===== config.mk =====
export PLATFORM = sky130hd
export DESIGN_NAME = neureka_binconv_col_seq
export DESIGN_NICKNAME = d
export VERILOG_FILES = /design/src/rtl/neureka_binconv_col_seq.sv
export SDC_FILE = /design/constraint.sdc
export NUM_CORES = 1
export LEC_CHECK = 0
export CORE_MARGIN = 1
export CORE_UTILIZATION = 50
export DETAILED_ROUTE_END_ITERATION = 12
export PLACE_DENSITY = 0.77
export SYNTH_ARGS = -nofsm -noshare
export SYNTH_HDL_FRONTEND = slang
export SYNTH_SLANG_ARGS = --single-unit
export TNS_END_PERCENT = 1

===== constraint.sdc =====
create_clock -name clk_i -period 2.6 [get_ports clk_i]
set_clock_uncertainty 0.15 [all_clocks]
set_input_delay 0.52 -clock clk_i [delete_from_list [all_inputs] [get_ports clk_i]]
set_output_delay 0.52 -clock clk_i [all_outputs]
set_load 0.02 [all_outputs]

===== src/rtl/neureka_binconv_col_seq.sv =====
// neureka_binconv_col_seq
// Sequencer for one binconv column. For each output tile it walks the column
// through clear -> bit-serial MAC -> optional weight-offset beat -> drain ->
// done. Counters advance only on accepted activation beats, so block_cnt_o
// (and therefore the consumer's scale shift) is stable across every beat.
//
// Optional feature: define NEUREKA_BINCONV_SEQ_DW_EN to compile in the 3x3
// depthwise controls (invalidate_o / dw_weight_offset_o). Without it a DW
// filter mode is sequenced exactly like 3x3 and those outputs are tied off.
//
// filter_mode encoding: 0 = 3x3, 1 = 3x3 DW, 2 = 1x1.

module neureka_binconv_col_seq #(
  parameter int unsigned NEUREKA_COLUMN_SIZE = 9,
  parameter int unsigned COLUMN_SIZE         = NEUREKA_COLUMN_SIZE,
  parameter int unsigned N_BLOCKS            = 8,
  parameter int unsigned DRAIN_CYCLES        = 3,
  parameter int unsigned ITER_W              = 16
) (
  input  logic                          clk_i,
  input  logic                          rst_ni,
  input  logic                          start_i,
  input  logic                          abort_i,
  input  logic [1:0]                    filter_mode_i,
  input  logic [$clog2(N_BLOCKS):0]     qw_i,
  input  logic [ITER_W-1:0]             k_iter_i,
  input  logic                          woffs_en_i,
  input  logic [2:0]                    scale_shift_i,
  input  logic [COLUMN_SIZE-1:0]        enable_block_i,
  input  logic                          beat_fire_i,
  output logic                          clear_o,
  output logic                          enable_o,
  output logic [$clog2(N_BLOCKS)-1:0]   block_cnt_o,
  output logic                          weight_offset_o,
  output logic                          dw_weight_offset_o,
  output logic                          invalidate_o,
  output logic [1:0]                    filter_mode_o,
  output logic [2:0]                    scale_shift_o,
  output logic [COLUMN_SIZE-1:0]        enable_block_o,
  output logic                          busy_o,
  output logic                          done_o
);

  localparam int unsigned BW  = $clog2(N_BLOCKS);
  localparam int unsigned DCW = $clog2(DRAIN_CYCLES + 1);

  localparam logic [BW:0]       QW_ONE     = (BW+1)'(1);
  localparam logic [BW:0]       QW_MAX     = (BW+1)'(N_BLOCKS);
  localparam logic [ITER_W-1:0] ITER_ONE   = ITER_W'(1);
  localparam logic [DCW-1:0]    DRAIN_LAST = DCW'(DRAIN_CYCLES - 1);

  localparam logic [1:0] FM_3X3 = 2'd0;
  localparam logic [1:0] FM_DW  = 2'd1;
  localparam logic [1:0] FM_1X1 = 2'd2;

  typedef enum logic [2:0] {
    S_IDLE,
    S_CLEAR,
    S_MAC,
    S_OFFSET,
    S_DRAIN,
    S_DONE
  } state_e;

  state_e state_q, state_d;

  logic [BW-1:0]     bit_cnt_q,   bit_cnt_d;
  logic [ITER_W-1:0] iter_cnt_q,  iter_cnt_d;
  logic [DCW-1:0]    drain_cnt_q, drain_cnt_d;
  logic              abort_clr_q;

  // latched tile configuration
  logic [1:0]             fmode_q;
  logic [BW-1:0]          qw_last_q;
  logic [ITER_W-1:0]      k_last_q;
  logic                   woffs_q;
  logic [2:0]             sshift_q;
  logic [COLUMN_SIZE-1:0] eblk_q;

  logic [BW:0]       qw_eff;
  logic [BW:0]       qw_m1;
  logic [BW-1:0]     qw_last_d;
  logic [ITER_W-1:0] k_last_d;
  logic              latch_cfg;

  // qw of 0 runs as 1; anything above the block count is clamped so the bit
  // counter can never run past the last block.
  always_comb begin
    qw_eff = qw_i;
    if (qw_i == '0)
      qw_eff = QW_ONE;
    else if (qw_i > QW_MAX)
      qw_eff = QW_MAX;
    qw_m1     = qw_eff - QW_ONE;
    qw_last_d = qw_m1[BW-1:0];
    k_last_d  = (k_iter_i == '0) ? '0 : (k_iter_i - ITER_ONE);
  end

  assign latch_cfg = (state_q == S_IDLE) && start_i && !abort_i;

  // next-state and counter logic; abort overrides every transition
  always_comb begin
    state_d     = state_q;
    bit_cnt_d   = bit_cnt_q;
    iter_cnt_d  = iter_cnt_q;
    drain_cnt_d = drain_cnt_q;
    unique case (state_q)
      S_IDLE: begin
        if (start_i) state_d = S_CLEAR;
      end
      S_CLEAR: begin
        bit_cnt_d  = '0;
        iter_cnt_d = '0;
        state_d    = S_MAC;
      end
      S_MAC: begin
        if (beat_fire_i) begin
          if (bit_cnt_q == qw_last_q) begin
            bit_cnt_d = '0;
            if (iter_cnt_q == k_last_q) begin
              iter_cnt_d  = '0;
              drain_cnt_d = '0;
              state_d     = woffs_q ? S_OFFSET : S_DRAIN;
            end else begin
              iter_cnt_d = iter_cnt_q + ITER_ONE;
            end
          end else begin
            bit_cnt_d = bit_cnt_q + BW'(1);
          end
        end
      end
      S_OFFSET: begin
        if (beat_fire_i) begin
          drain_cnt_d = '0;
          state_d     = S_DRAIN;
        end
      end
      S_DRAIN: begin
        if (drain_cnt_q == DRAIN_LAST) begin
          drain_cnt_d = '0;
          state_d     = S_DONE;
        end else begin
          drain_cnt_d = drain_cnt_q + DCW'(1);
        end
      end
      S_DONE: begin
        state_d = S_IDLE;
      end
      default: begin
        state_d = S_IDLE;
      end
    endcase
    if (abort_i) begin
      state_d     = S_IDLE;
      bit_cnt_d   = '0;
      iter_cnt_d  = '0;
      drain_cnt_d = '0;
    end
  end

  // state and counter registers
  always_ff @(posedge clk_i) begin
    if (!rst_ni) begin
      state_q     <= S_IDLE;
      bit_cnt_q   <= '0;
      iter_cnt_q  <= '0;
      drain_cnt_q <= '0;
      abort_clr_q <= 1'b0;
    end else begin
      state_q     <= state_d;
      bit_cnt_q   <= bit_cnt_d;
      iter_cnt_q  <= iter_cnt_d;
      drain_cnt_q <= drain_cnt_d;
      abort_clr_q <= abort_i;
    end
  end

  // configuration captured once per tile, held until the next accepted start
  always_ff @(posedge clk_i) begin
    if (!rst_ni) begin
      fmode_q   <= '0;
      qw_last_q <= '0;
      k_last_q  <= '0;
      woffs_q   <= 1'b0;
      sshift_q  <= '0;
      eblk_q    <= '0;
    end else if (latch_cfg) begin
      fmode_q   <= filter_mode_i;
      qw_last_q <= qw_last_d;
      k_last_q  <= k_last_d;
      woffs_q   <= woffs_en_i;
      sshift_q  <= scale_shift_i;
      eblk_q    <= enable_block_i;
    end
  end

  // column controls decoded straight from registers; beat_fire_i never
  // reaches an output combinationally
  assign clear_o         = (state_q == S_CLEAR) || abort_clr_q;
  assign enable_o        = (state_q == S_MAC) || (state_q == S_OFFSET) ||
                           (state_q == S_DRAIN);
  assign block_cnt_o     = (state_q == S_MAC) ? bit_cnt_q : '0;
  assign weight_offset_o = (state_q == S_OFFSET);
  assign busy_o          = (state_q != S_IDLE);
  assign done_o          = (state_q == S_DONE);
  assign filter_mode_o   = fmode_q;
  assign scale_shift_o   = sshift_q;
  assign enable_block_o  = eblk_q;

`ifdef NEUREKA_BINCONV_SEQ_DW_EN
  logic dw_mode;
  assign dw_mode = (fmode_q == FM_DW);
  // DW: hide popcount-valid outside the streaming window, and when an offset
  // beat follows, gate the MAC beats so only the offset beat contributes
  assign invalidate_o       = dw_mode && ((state_q == S_CLEAR) ||
                              (state_q == S_DRAIN) || (state_q == S_DONE));
  assign dw_weight_offset_o = !(dw_mode && woffs_q && (state_q == S_MAC));
`else
  assign invalidate_o       = 1'b0;
  assign dw_weight_offset_o = 1'b1;
`endif

  // mode constants kept for readers of the encoding; 3x3 and 1x1 need no
  // special sequencing here
  logic unused_fm;
  assign unused_fm = ^{FM_3X3, FM_1X1};

endmodule


* After elaboration in Yosys (flattened, before gate mapping)
Index checks and enable logic that the tools add are counted.
** Storage, ports and cells
- Bits in registers :: 59
- ROM bits :: 0
- Word-level logic and storage cells :: 74
- Output and inout port bits :: 24
- Memories kept :: 0
- RAM bits :: 0
- Input port bits :: 40
- Bits in latches :: 0
** Operators by class
- Bitwise gates (word level) :: 1
- Equality and inequality tests :: 14
- Shift-type cells :: 0
- Reductions and logical operators :: 17
- $lt $le $gt $ge :: 1
- Divide/modulo/power cells :: 0
- Multiply operators :: 0
- Add/subtract/negate cells :: 5
- Mux-type cells :: 25
** Operator list (number)
- $mux 16 :: 4
- $mux 3 :: 12
- $pmux 16 s2 :: 1
- $add 16x1->16 const B :: 1
- $eq 16x16->1 :: 1
- $logic_not 16->1 :: 1
- $sub 16x1->16 const B :: 1
- $pmux 3 s5 :: 1
- $ne 2x2->1 const B :: 6
- $mux 2 :: 5
- $eq 3x2->1 const B :: 2
- $eq 3x3->1 const B :: 2
- $pmux 2 s3 :: 1
- $pmux 3 s2 :: 1
- $reduce_and 6->1 :: 1
- $reduce_bool 3->1 :: 2
- $reduce_and 5->1 :: 1
- $gt 4x4->1 const B :: 1
- $logic_not 4->1 :: 1
- $add 3x1->3 const B :: 1
- $eq 3x1->1 const B :: 1
- $eq 3x3->1 :: 1
- $logic_not 3->1 :: 1
- $logic_or 1x1->1 :: 3
- other kinds (10) :: 11

* Logic depth before layout (Yosys ltp)
Gate-level depths: netlist (run 1).
- Depth in word-level cells :: 5
- Gate-level depth with buffers :: 8
- Mapped depth without buffers :: 7

* Least setup slack after synthesis (run 1)
OpenSTA, ideal clock, no wires.
- Path kind :: input to register
- Start point :: in k_iter_i[0]
- End point :: reg k_last_q[10]
- Data arrival time :: 1.846 ns
- Path slack :: 0.487 ns
- Setup time :: 0.117 ns
- Required time :: 2.333 ns
- Cell stages on the path :: 8
- Path buffers :: 1
- Cells stage by stage :: inv_1 -> ha_1 -> nor3b_2 -> nand4_2 -> o31a_4 -> buf_6 -> a22oi_2 -> nor2b_1
** Between the ends
- Cells in the longest elaborated chain, start to end :: 2
- Elaborated cells between the ends (all ways) :: 3
- Those cells by class :: add/sub (1); mux (1); reduce/logical (1)
** Ends and longest elaborated chain
- start, declared :: line 26 : input logic [ITER_W-1:0] k_iter_i,
- $sub 16x1->16 or $logic_not 16->1 (tied branches) :: line 96 : k_last_d = (k_iter_i == '0) ? '0 : (k_iter_i - ITER_ONE);
- $mux 16 (*) :: line 96
- end signal, assigned :: line 190 : k_last_q <= k_last_d;
- end, declared :: line 75 : logic [ITER_W-1:0] k_last_q;
Mark *: on every way between the ends. The rest lies on a longest branch, timed or not.
A chain may end at the register's enable or synchronous reset.

* Final worst setup path (run 1)
- Start point :: reg state_q[0]
- End point :: out clear_o
** Between the ends
- Cells in the longest elaborated chain, start to end :: 2
** Ends and longest elaborated chain
- start, declared :: line 65 : state_e state_q, state_d;
- start signal, assigned :: line 170 : state_q <= state_d;
- $eq 3x1->1 :: line 199 : assign clear_o = (state_q == S_CLEAR) || abort_clr_q;
- $logic_or 1x1->1 :: line 199
- end, declared :: line 31 : output logic clear_o,
No other way between the ends.

==> results of run 1 <==
==> routing by layer <==
| layer | GRT usage, % | vias up | share of wire, % |
|---|---|---|---|
| li1 | - | 1416 | - |
| met1 | 27.7 | 1325 | 45 |
| met2 | 37.1 | 76 | 49 |
| met3 | 4.67 | 14 | 3.8 |
| met4 | 10.0 | 0 | 1.7 |
| met5 | 0 | - | 0 |
==> area by class of cell <==
type / instances / area [um2] / area share [%]
well taps: 77 / 96.3 / 2.31
clock buffers: 12 / 145 / 3.49
inverters: 3 / 11.3 / 0.270
flip-flops and latches: 59 / 1180 / 28.4
repair buffers: 74 / 708 / 17.0
clock inverters: 3 / 15.0 / 0.361
multi-input cells: 290 / 2000 / 48.1
==> registers in the layout, summed over array words and instances (netlist names) <==
signal	cells
k_last_q	16
enable_block_o	9
woffs_q	1
bit_cnt_q	3
drain_cnt_q	2
qw_last_q	3
state_q	3
iter_cnt_q	16
filter_mode_o	2
scale_shift_o	3
abort_clr_q	1
==> path summary, 6_finish.rpt <==
kind | end | cells past startpoint
setup / recovery | clear_o | 3
hold / removal | enable_block_o[5] | 2
setup reg to reg | k_last_q[4] | 6
hold reg to reg | enable_block_o[5] | 2
==> power breakdown <==
group	switching (W)	internal [W]
clock	0.000339	0.000362
combinational	0.000180	0.000178
sequential	0.0000262	0.000937
==> logic make-up (layout without fill, tap and decap cells) <==
group,after synthesis,count (layout),share of synthesized area (%)
XOR/XNOR,47,47,12.7
AND/OR/NAND/NOR,178,178,30.9
adder cells (fa/ha/maj),4,4,1.52
flip-flops,59,59,35.8
other,2,2,0.228
AO/OA/AOI/OAI,58,58,14.8
multiplexers,1,1,0.304
buffers and inverters,23,92,3.68
==> metrics by stage <==
step | hold WS, ns | utilization [%]
3_3_place_gp | 0.291 | 62.9
4_1_cts | 0.306 | 65.4
5_1_grt | 0.326 | 65.6
2_1_floorplan | 0.292 | -
6_report | 0.305 | 65.6
3_5_place_dp | 0.297 | 62.9
==> synthesized netlist by cell type, types with 4 or more instances <==
library cell / instances / area share (%)
and2_1: 6 / 1.1
a22oi_2: 7 / 2.7
nor4_1: 6 / 1.1
clkbuf_1: 8 / 0.91
a21oi_1: 8 / 1.2
ha_1: 4 / 1.5
buf_2: 7 / 1.1
nor2_1: 32 / 3.6
nand2_1: 54 / 6.1
nand2b_1: 6 / 1.1
nor3b_2: 4 / 1.5
dfxtp_1: 59 / 36
nor2b_1: 15 / 2.8
nor3_1: 10 / 1.5
xor2_1: 29 / 7.7
a22oi_1: 5 / 1.1
nand3_1: 8 / 1.2
xnor2_1: 17 / 4.5
a21boi_1: 20 / 4.6
nand4_1: 11 / 2.1
==> worst min-delay path: stages (launching register included) <==
cell      delay [ns]
dfxtp_1         0.31
nand2_1         0.05
a21boi_1        0.05
==> timing repair <==
item,4_1_cts,5_1_grt
resized for setup,1,3
setup buffers,0,0
endpoints found under the hold margin,0,0
setup endpoints to repair,1,4
==> summary.md, run 1 <==
| Metric | Value |
|---|---|
| Final worst path period need | 2.52 ns |
| P&R area growth vs syn | 26.3% |
| Unrepaired setup endpoints after global routing | false |
| Vias in the first global route | between 2,000 and 3,000 |
| Data arrival time of the worst path | between 1.5 and 2 ns |
| Routed WL | 7370 um |
| Power Dens Cells | just under 500 nW/um2 |
| DRT antenna net count | 0 |
| Commonest non-fill, non-tap cell in the layout | clkdlybuf4s50_1 |
| Root buf cell | clkbuf_8 |
| Largest net degree at the start of global routing | 36 |
| Yosys cell types | 54 |
| Register bit total from synthesis | about 60 |
| Nets | between 400 and 500 |
| F_max | just under 400 MHz |
| VDD IR max | 0.254 mV |
| Final worst-path cycle share | about 97% |
| Tot GR Track Use | 22.3% |
| Num rows | 29 |
| Outcome | finished clean |
| Hold Startpoint | enable_block_o[5] |
| CP max-delay cell | clkdlybuf4s50_1 |
| Placer Congestion | 0.871 |
| Post-DR vias/cell | between 5 and 6 |
| Cells after synthesis | around 370 |
| Starting DRT DRC Count | between 100 and 150 |
| Worst R2R Start | state_q[1] |
| Clk pin slew, worst setup/hold paths | about 0.060 ns |
| EDFF count, synth | 0 |
| # IOs | 64 |
| HPWL Detailed | ~5500 um |
| First-pass GRT wire length | 12,500 um |
| Drt wl/cell | between 10 and 15 um |
| Max-slew violation count | 0 |
| Syn Area/Cell | 8.87 um2 |
| Initial core utilization | 51.9% |
| DR DRC count | 0 |
| Crit-path max cell delay | a little under 0.6 ns |
| Fill cells | 542 |
| Syn_nets | 416 |
| Synth Cell Area | around 3300 um2 |
| Final instance area | about 4200 um2 |
| Commonest cells after routing, fill and taps aside | clkdlybuf4s50_1, dfxtp_1, nand2_1, nor2_1, xor2_1 |
| Die W | 83.2 um |
| DP Area | ~4000 um2 |
| Overall power | 0.00202 W |
| Worst path cell trace | nor3b_2 > or2_2 > clkdlybuf4s50_1 |
| Leak | between 1.5 and 2 nW |
| Critical Path End Type | output pin |
| Worst skew pair latency | about 0.34 ns |
| Port Buffers | 61 |
| Register area share after synthesis | 35.8% |
| CP delay by family, top | buffers and inverters |
| Peak fanout along the critical path | 12 |
| Num CTS Buffers | 9 |
| Final Hold Viols | 0 |
| Worst setup SP type | flip-flop |
| Most used DFF post-synth | dfxtp_1 |
| Diodes inserted | 0 |
| Type of the most critical hold path | reg2reg |
| CTS Hold Bufs | 0 |
| CTS H-tree lvls | 3 |
| Synth warn | 0 |
| Crit path launch | state_q[0] |
| GRT overflow | 0 |
| Setup violators final | 0 |
| Die Footprint | roughly 6900 um2 |
| TritonCTS clock tree | done |
| Max Cap Viol | 0 |
| Core Area | roughly 6300 um2 |
| Worst Path Buf+Inv | 1 |
| Fraction of registers with async set/reset | 0% |
| Non-Filler Instances | around 520 |
| Setup_tns | 0 ns |
| CTS sink cnt | 59 |
| Critical path class | reg2out |
| Inst Count DP | between 500 and 600 |
| Fraction of layout instances using a drive strength above 1 | between 10% and 20% |
| Clock buffer depth | 2 |
| Place WS | ~0.0056 ns |
| Die Ht | ~83 um |
| Reg2Reg Setup Slack | between 0.4 and 0.5 ns |
| Total iterations of the first detailed-routing run | 4 |
| Detailed-route via count | approximately 2,800 |
| Final worst slack | 0.0776 ns |
| Initial antenna violation count | 0 |
| CP required | between 1.5 and 2 ns |
(Power assumes the default switching activity.)
==> run 2: changes to the inputs <==
- CORE_UTILIZATION: 50 -> 45
- PLACE_DENSITY: 0.77 -> 0.71
==> run 2 against run 1 <==
Compared with the run above:
- routed wire length is 2.3% lower
- first-iteration DRC count is 8.8% lower
- clock-buffer cell count is 3 lower
- fmax shrank 0.51%
- critical endpoint is now block_cnt_o[0]
==> summary.md, run 2 (synthesized netlist as in run 1, its figures left out) <==
| Metric | Value |
|---|---|
| Outcome | finished clean |
| Clock buffer depth | 2 |
| Setup violators final | 0 |
| Clk pin slew, worst setup/hold paths | roughly 0.08 ns |
| Largest net degree at the start of global routing | 36 |
| Tot GR Track Use | roughly a fifth |
| Unrepaired setup endpoints after global routing | true |
| Final worst path period need | ~2.5 ns |
| Crit-path max cell delay | roughly 0.6 ns |
| CP delay by family, top | buffers and inverters |
| Switching pwr | 0.000598 W |
| Max Cap Viol | 0 |
| Net Sw Frac | about a quarter |
| Sequential share of power | ~41% |
| Port Buffers | between 60 and 70 |
| Worst setup SP type | flip-flop |
| Comb pwr share | 15.2% |
| Post-DR vias/cell | 5.12 |
| Reg2Reg Setup Slack | between 0.4 and 0.5 ns |
| Initial core utilization | roughly 47% |
| Die Ht | just under 90 um |
| Final worst slack | 0.0646 ns |
| Diodes inserted | 0 |
| Commonest cells after routing, fill and taps aside | clkdlybuf4s50_1, dfxtp_1, nand2_1, nor2_1, xor2_1 |
| Hold Path Sink | enable_block_o[6] |
| Leak | ~1.6 nW |
| Worst Hold Depth | 2 |
| Root buf cell | clkbuf_8 |
| Total iterations of the first detailed-routing run | 4 |
| Worst Path Buf+Inv | 1 |
| Placer Congestion | around 0.82 |
| Power Dens Cells | 552 nW/um2 |
| Vias in the first global route | 2,617 |
| First-pass GRT wire length | about 12,000 um |
| Die Footprint | 7680 um2 |
| Clk pwr share | about 44% |
| P_int | ~0.0018 W |
| Critical Path End Type | output pin |
| Die W | around 88 um |
| Routed WL | 7210 um |
| Hold Startpoint | enable_block_o[6] |
| Commonest non-fill, non-tap cell in the layout | clkdlybuf4s50_1 |
| VDD IR max | approximately 0.35 mV |
| TritonCTS clock tree | done |
| Fraction of layout instances using a drive strength above 1 | 13.3% |
| CP max-delay cell | clkdlybuf4s50_1 |
| HPWL Detailed | between 5000 and 6000 um |
| DRT antenna net count | 0 |
| Drt wl/cell | roughly 13 um |
| Starting DRT DRC Count | 125 |
| Max-slew violation count | 0 |
| # IOs | 64 |
| CP required | approximately 1.9 ns |
| Reg2reg end | iter_cnt_q[9] |
| CTS H-tree lvls | 3 |
| Critical path class | reg2out |
| Num rows | 30 |
| Worst path cell trace | nor3b_2 > and2_1 > clkdlybuf4s50_1 |
| CTS sink cnt | just under 60 |
| Cell count along the critical path | 3 |
| Peak fanout along the critical path | 13 |
| F_max | between 300 and 400 MHz |
| Data arrival time of the worst path | between 1.5 and 2 ns |
| Worst R2R Start | iter_cnt_q[9] |
| Reg2Reg Depth | 5 |
| Setup Buffers After CTS | 0 |
| CTS Hold Bufs | 0 |
| DR DRC count | 0 |
| Final worst-path cycle share | between 90% and 100% |
| Fill cells | approximately 630 |
| P&R area growth vs syn | 29.6% |
| Worst skew pair latency | about 0.34 ns |
| Nets | approximately 480 |
| Type of the most critical hold path | reg2reg |
| Final Hold Viols | 0 |
| Detailed-route via count | 2,760 |
| Overall power | 0.00236 W |
| Initial antenna violation count | 0 |
| Place WS | 0.0703 ns |
| Core Area | between 6000 and 7000 um2 |
| GRT overflow | 0 |
| Num CTS Buffers | 9 |
[run 2: cell types whose count changed in the layout (fill, tap and decap cells not counted), sizes merged]
| cell | delta |
|---|---|
| bufinv | +3 |
| inv | +1 |
| buf | +1 |
| clkbuf | -3 |
[run 2: metal layers]
metal	wire length (um)	part of all wire [%]	global-route usage (%)	vias up
li1	-	-	-	1417
met1	3430	48	27.3	1273
met2	3360	47	33.4	59
met3	281	3.9	4.24	11
met4	135	1.9	9.84	0
met5	0	0	0	-
[run 2: worst max path at each step]
| stage | start | end | slack (ns) |
|---|---|---|---|
| after floorplan | k_iter_i[0] | k_last_q[10] | 0.49 |
| after global placement | k_iter_i[0] | k_last_q[2] | 0.13 |
| after detailed placement | k_iter_i[0] | k_last_q[6] | 0.07 |
| after CTS | state_q[2] | clear_o | 0.06 |
| after global routing | state_q[1] | block_cnt_o[0] | -0.02 |
| final | state_q[1] | block_cnt_o[0] | 0.06 |
[run 2: cell type report]
type	count	area [um2]	share of cell area [%]
Multi-Input combinational cell	290	2000	46.7
Sequential cell	59	1180	27.7
Timing Repair Buffer	75	716	16.7
Clock inverter	7	125	2.93
Clock buffer	9	124	2.90
Tap cell	96	120	2.81
Inverter	3	11.3	0.263
[run 2: repair_timing]
item / CTS / global route
gates cloned: 0 / 0
setup endpoints to repair: 3 / 4
hold endpoints to repair: 0 / 0
gates resized for setup: 1 / 1
[run 2: worst min-delay path, delay by kind of cell, from the launching register on]
family,cells,cell delay [ns]
compound gates,1,0.05
flops,1,0.31
simple gates,1,0.05
[run 2: through the flow]
stage	area [um2]	cells	hold WS, ns	util (%)	TNS, ns
floorplan	3300	372	0.292	-	0
global placement	4020	523	0.290	57.9	0
detailed placement	4020	523	0.295	57.9	0
CTS	4270	539	0.306	61.5	0
global route	4280	539	0.323	61.6	-0.0422
finish	4280	539	0.303	61.6	0
[run 2: power groups by stage]
stage	Combinational (W)	Clock [W]	Sequential [W]
3_5_place_dp	0.000360	0	0.000980
6_report	0.000359	0.00104	0.000959
2_1_floorplan	0.000206	0	0.000988
5_1_grt	0.000391	0.00110	0.000964
3_3_place_gp	0.000355	0	0.000980
4_1_cts	0.000362	0.00105	0.000960
==> run 3: changes to the inputs <==
- REMOVE_ABC_BUFFERS: not set -> 1
==> run 3 against run 2 <==
Compared with the run above:
- clock power is 27% lower
- critical path type unchanged
- total power is 12% lower
- sequential power is 0.4% higher
- largest cell class unchanged
==> summary.md, run 3 (synthesized netlist as in run 1, its figures left out) <==
| Metric | Value |
|---|---|
| Outcome | finished clean |
| HPWL Detailed | between 5000 and 6000 um |
| Power Dens Cells | 495 nW/um2 |
| Setup Buffers After CTS | 0 |
| Peak fanout along the critical path | 13 |
| P&R area growth vs syn | 27.1% |
| Commonest cells after routing, fill and taps aside | clkdlybuf4s50_1, dfxtp_1, nand2_1, nor2_1, xor2_1 |
| Detailed-route via count | between 2,000 and 3,000 |
| Clk pin slew, worst setup/hold paths | 0.07 ns |
| Nets | 480 |
| Final worst path period need | about 2.5 ns |
| Total iterations of the first detailed-routing run | 4 |
| Drt wl/cell | ~13 um |
| Largest net degree at the start of global routing | 36 |
| Max-slew violation count | 0 |
| Die Ht | around 88 um |
| CP delay by family, top | buffers and inverters |
| Leak | around 1.5 nW |
| CTS sink cnt | 59 |
| Reg2Reg Setup Slack | 0.52 ns |
| Critical path class | reg2out |
| # IOs | 64 |
| Num CTS Buffers | 9 |
| CP required | about 1.9 ns |
| Num rows | 30 |
| Tot GR Track Use | 20.8% |
| Vias in the first global route | approximately 2,600 |
| Type of the most critical hold path | reg2reg |
| Worst path cell trace | nor3b_2 > and2_1 > clkdlybuf4s50_1 |
| Post-DR vias/cell | around 5.2 |
| Die Footprint | ~7700 um2 |
| Core Area | approximately 7000 um2 |
| Worst Path Buf+Inv | 1 |
| F_max | about 400 MHz |
| Crit-path max cell delay | ~0.60 ns |
| Setup violators final | 0 |
| Commonest non-fill, non-tap cell in the layout | clkdlybuf4s50_1 |
| Routed WL | a little over 7000 um |
| Critical Path End Type | output pin |
| Max Cap Viol | 0 |
| GRT overflow | 0 |
| CTS H-tree lvls | 3 |
| Worst setup SP type | flip-flop |
| DR DRC count | 0 |
| Diodes inserted | 0 |
| TritonCTS clock tree | done |
| Starting DRT DRC Count | between 100 and 150 |
| Port Buffers | 61 |
| VDD IR max | around 0.29 mV |
| Initial antenna violation count | 0 |
| CP max-delay cell | clkdlybuf4s50_1 |
| Final worst-path cycle share | 96.7% |
| DRT antenna net count | 0 |
| Data arrival time of the worst path | ~1.8 ns |
| Unrepaired setup endpoints after global routing | false |
| Clock buffer depth | 2 |
| Root buf cell | clkbuf_8 |
| Setup_tns | 0 ns |
| Fill cells | approximately 600 |
| Overall power | ~0.0021 W |
| Placer Congestion | about 0.80 |
| Die W | 87.6 um |
| Initial core utilization | between 40% and 50% |
| Worst skew pair latency | ~0.33 ns |
| Fraction of layout instances using a drive strength above 1 | between 10% and 20% |
| Final Hold Viols | 0 |
| First-pass GRT wire length | 12,300 um |
run 3: cell type report:
cell class	instances	area (um2)	share of cell area (%)
multi-input cells	290	2000	47.6
flip-flops and latches	59	1180	28.3
repair buffers	73	701	16.7
clock buffers	12	155	3.70
well taps	96	120	2.86
clock inverters	4	25.0	0.597
inverters	3	11.3	0.269
run 3: power by group:
group | internal [W] | switching [W] | leakage, nW
Clock | 0.000395 | 0.000361 | 0.0884
Sequential | 0.000936 | 0.0000262 | 0.481
Combinational | 0.000178 | 0.000178 | 0.976
run 3: metal layers:
layer / GRT usage (%) / part of all wire (%) / vias to the layer above
li1: - / - / 1415
met4: 9.69 / 2.0 / 0
met3: 3.39 / 3.6 / 12
met1: 27.8 / 48 / 1322
met5: 0 / 0 / -
met2: 32.9 / 47 / 69
run 3: worst paths after layout:
check	from	endpoint	depth (start not counted)
worst max-delay path	state_q[1]	block_cnt_o[0]	3
worst min register to register	enable_block_o[3]	enable_block_o[3]	2
worst min-delay path	enable_block_o[3]	enable_block_o[3]	2
worst max register to register	iter_cnt_q[9]	iter_cnt_q[13]	5
run 3: worst register-to-register path: stages (launching register included):
cell and delay (ns):
dfxtp_1 0.47, xor2_1 0.13, nor4_2 0.35, nand4_4 0.24, a31oi_4 0.51, nor2_1 0.10
run 3: per-stage QoR:
stage / instance area [um2] / worst slack (ns) / instances / utilization (%) / hold slack [ns]
global route: 4190 / 0.000890 / 537 / 60.4 / 0.320
finish: 4190 / 0.0870 / 537 / 60.4 / 0.301
CTS: 4190 / 0.0344 / 537 / 60.4 / 0.305
global placement: 4010 / 0.110 / 521 / 57.7 / 0.290
detailed placement: 4010 / 0.0655 / 521 / 57.7 / 0.296
floorplan: 3190 / 0.195 / 352 / - / 0.292
run 3: repair_timing:
item                                    4_1_cts  5_1_grt
endpoints found under the setup margin        4        3
resized for setup                             2        1
hold buffers                                  0        0
cloned                                        0        0
hold endpoints to repair                      0        0
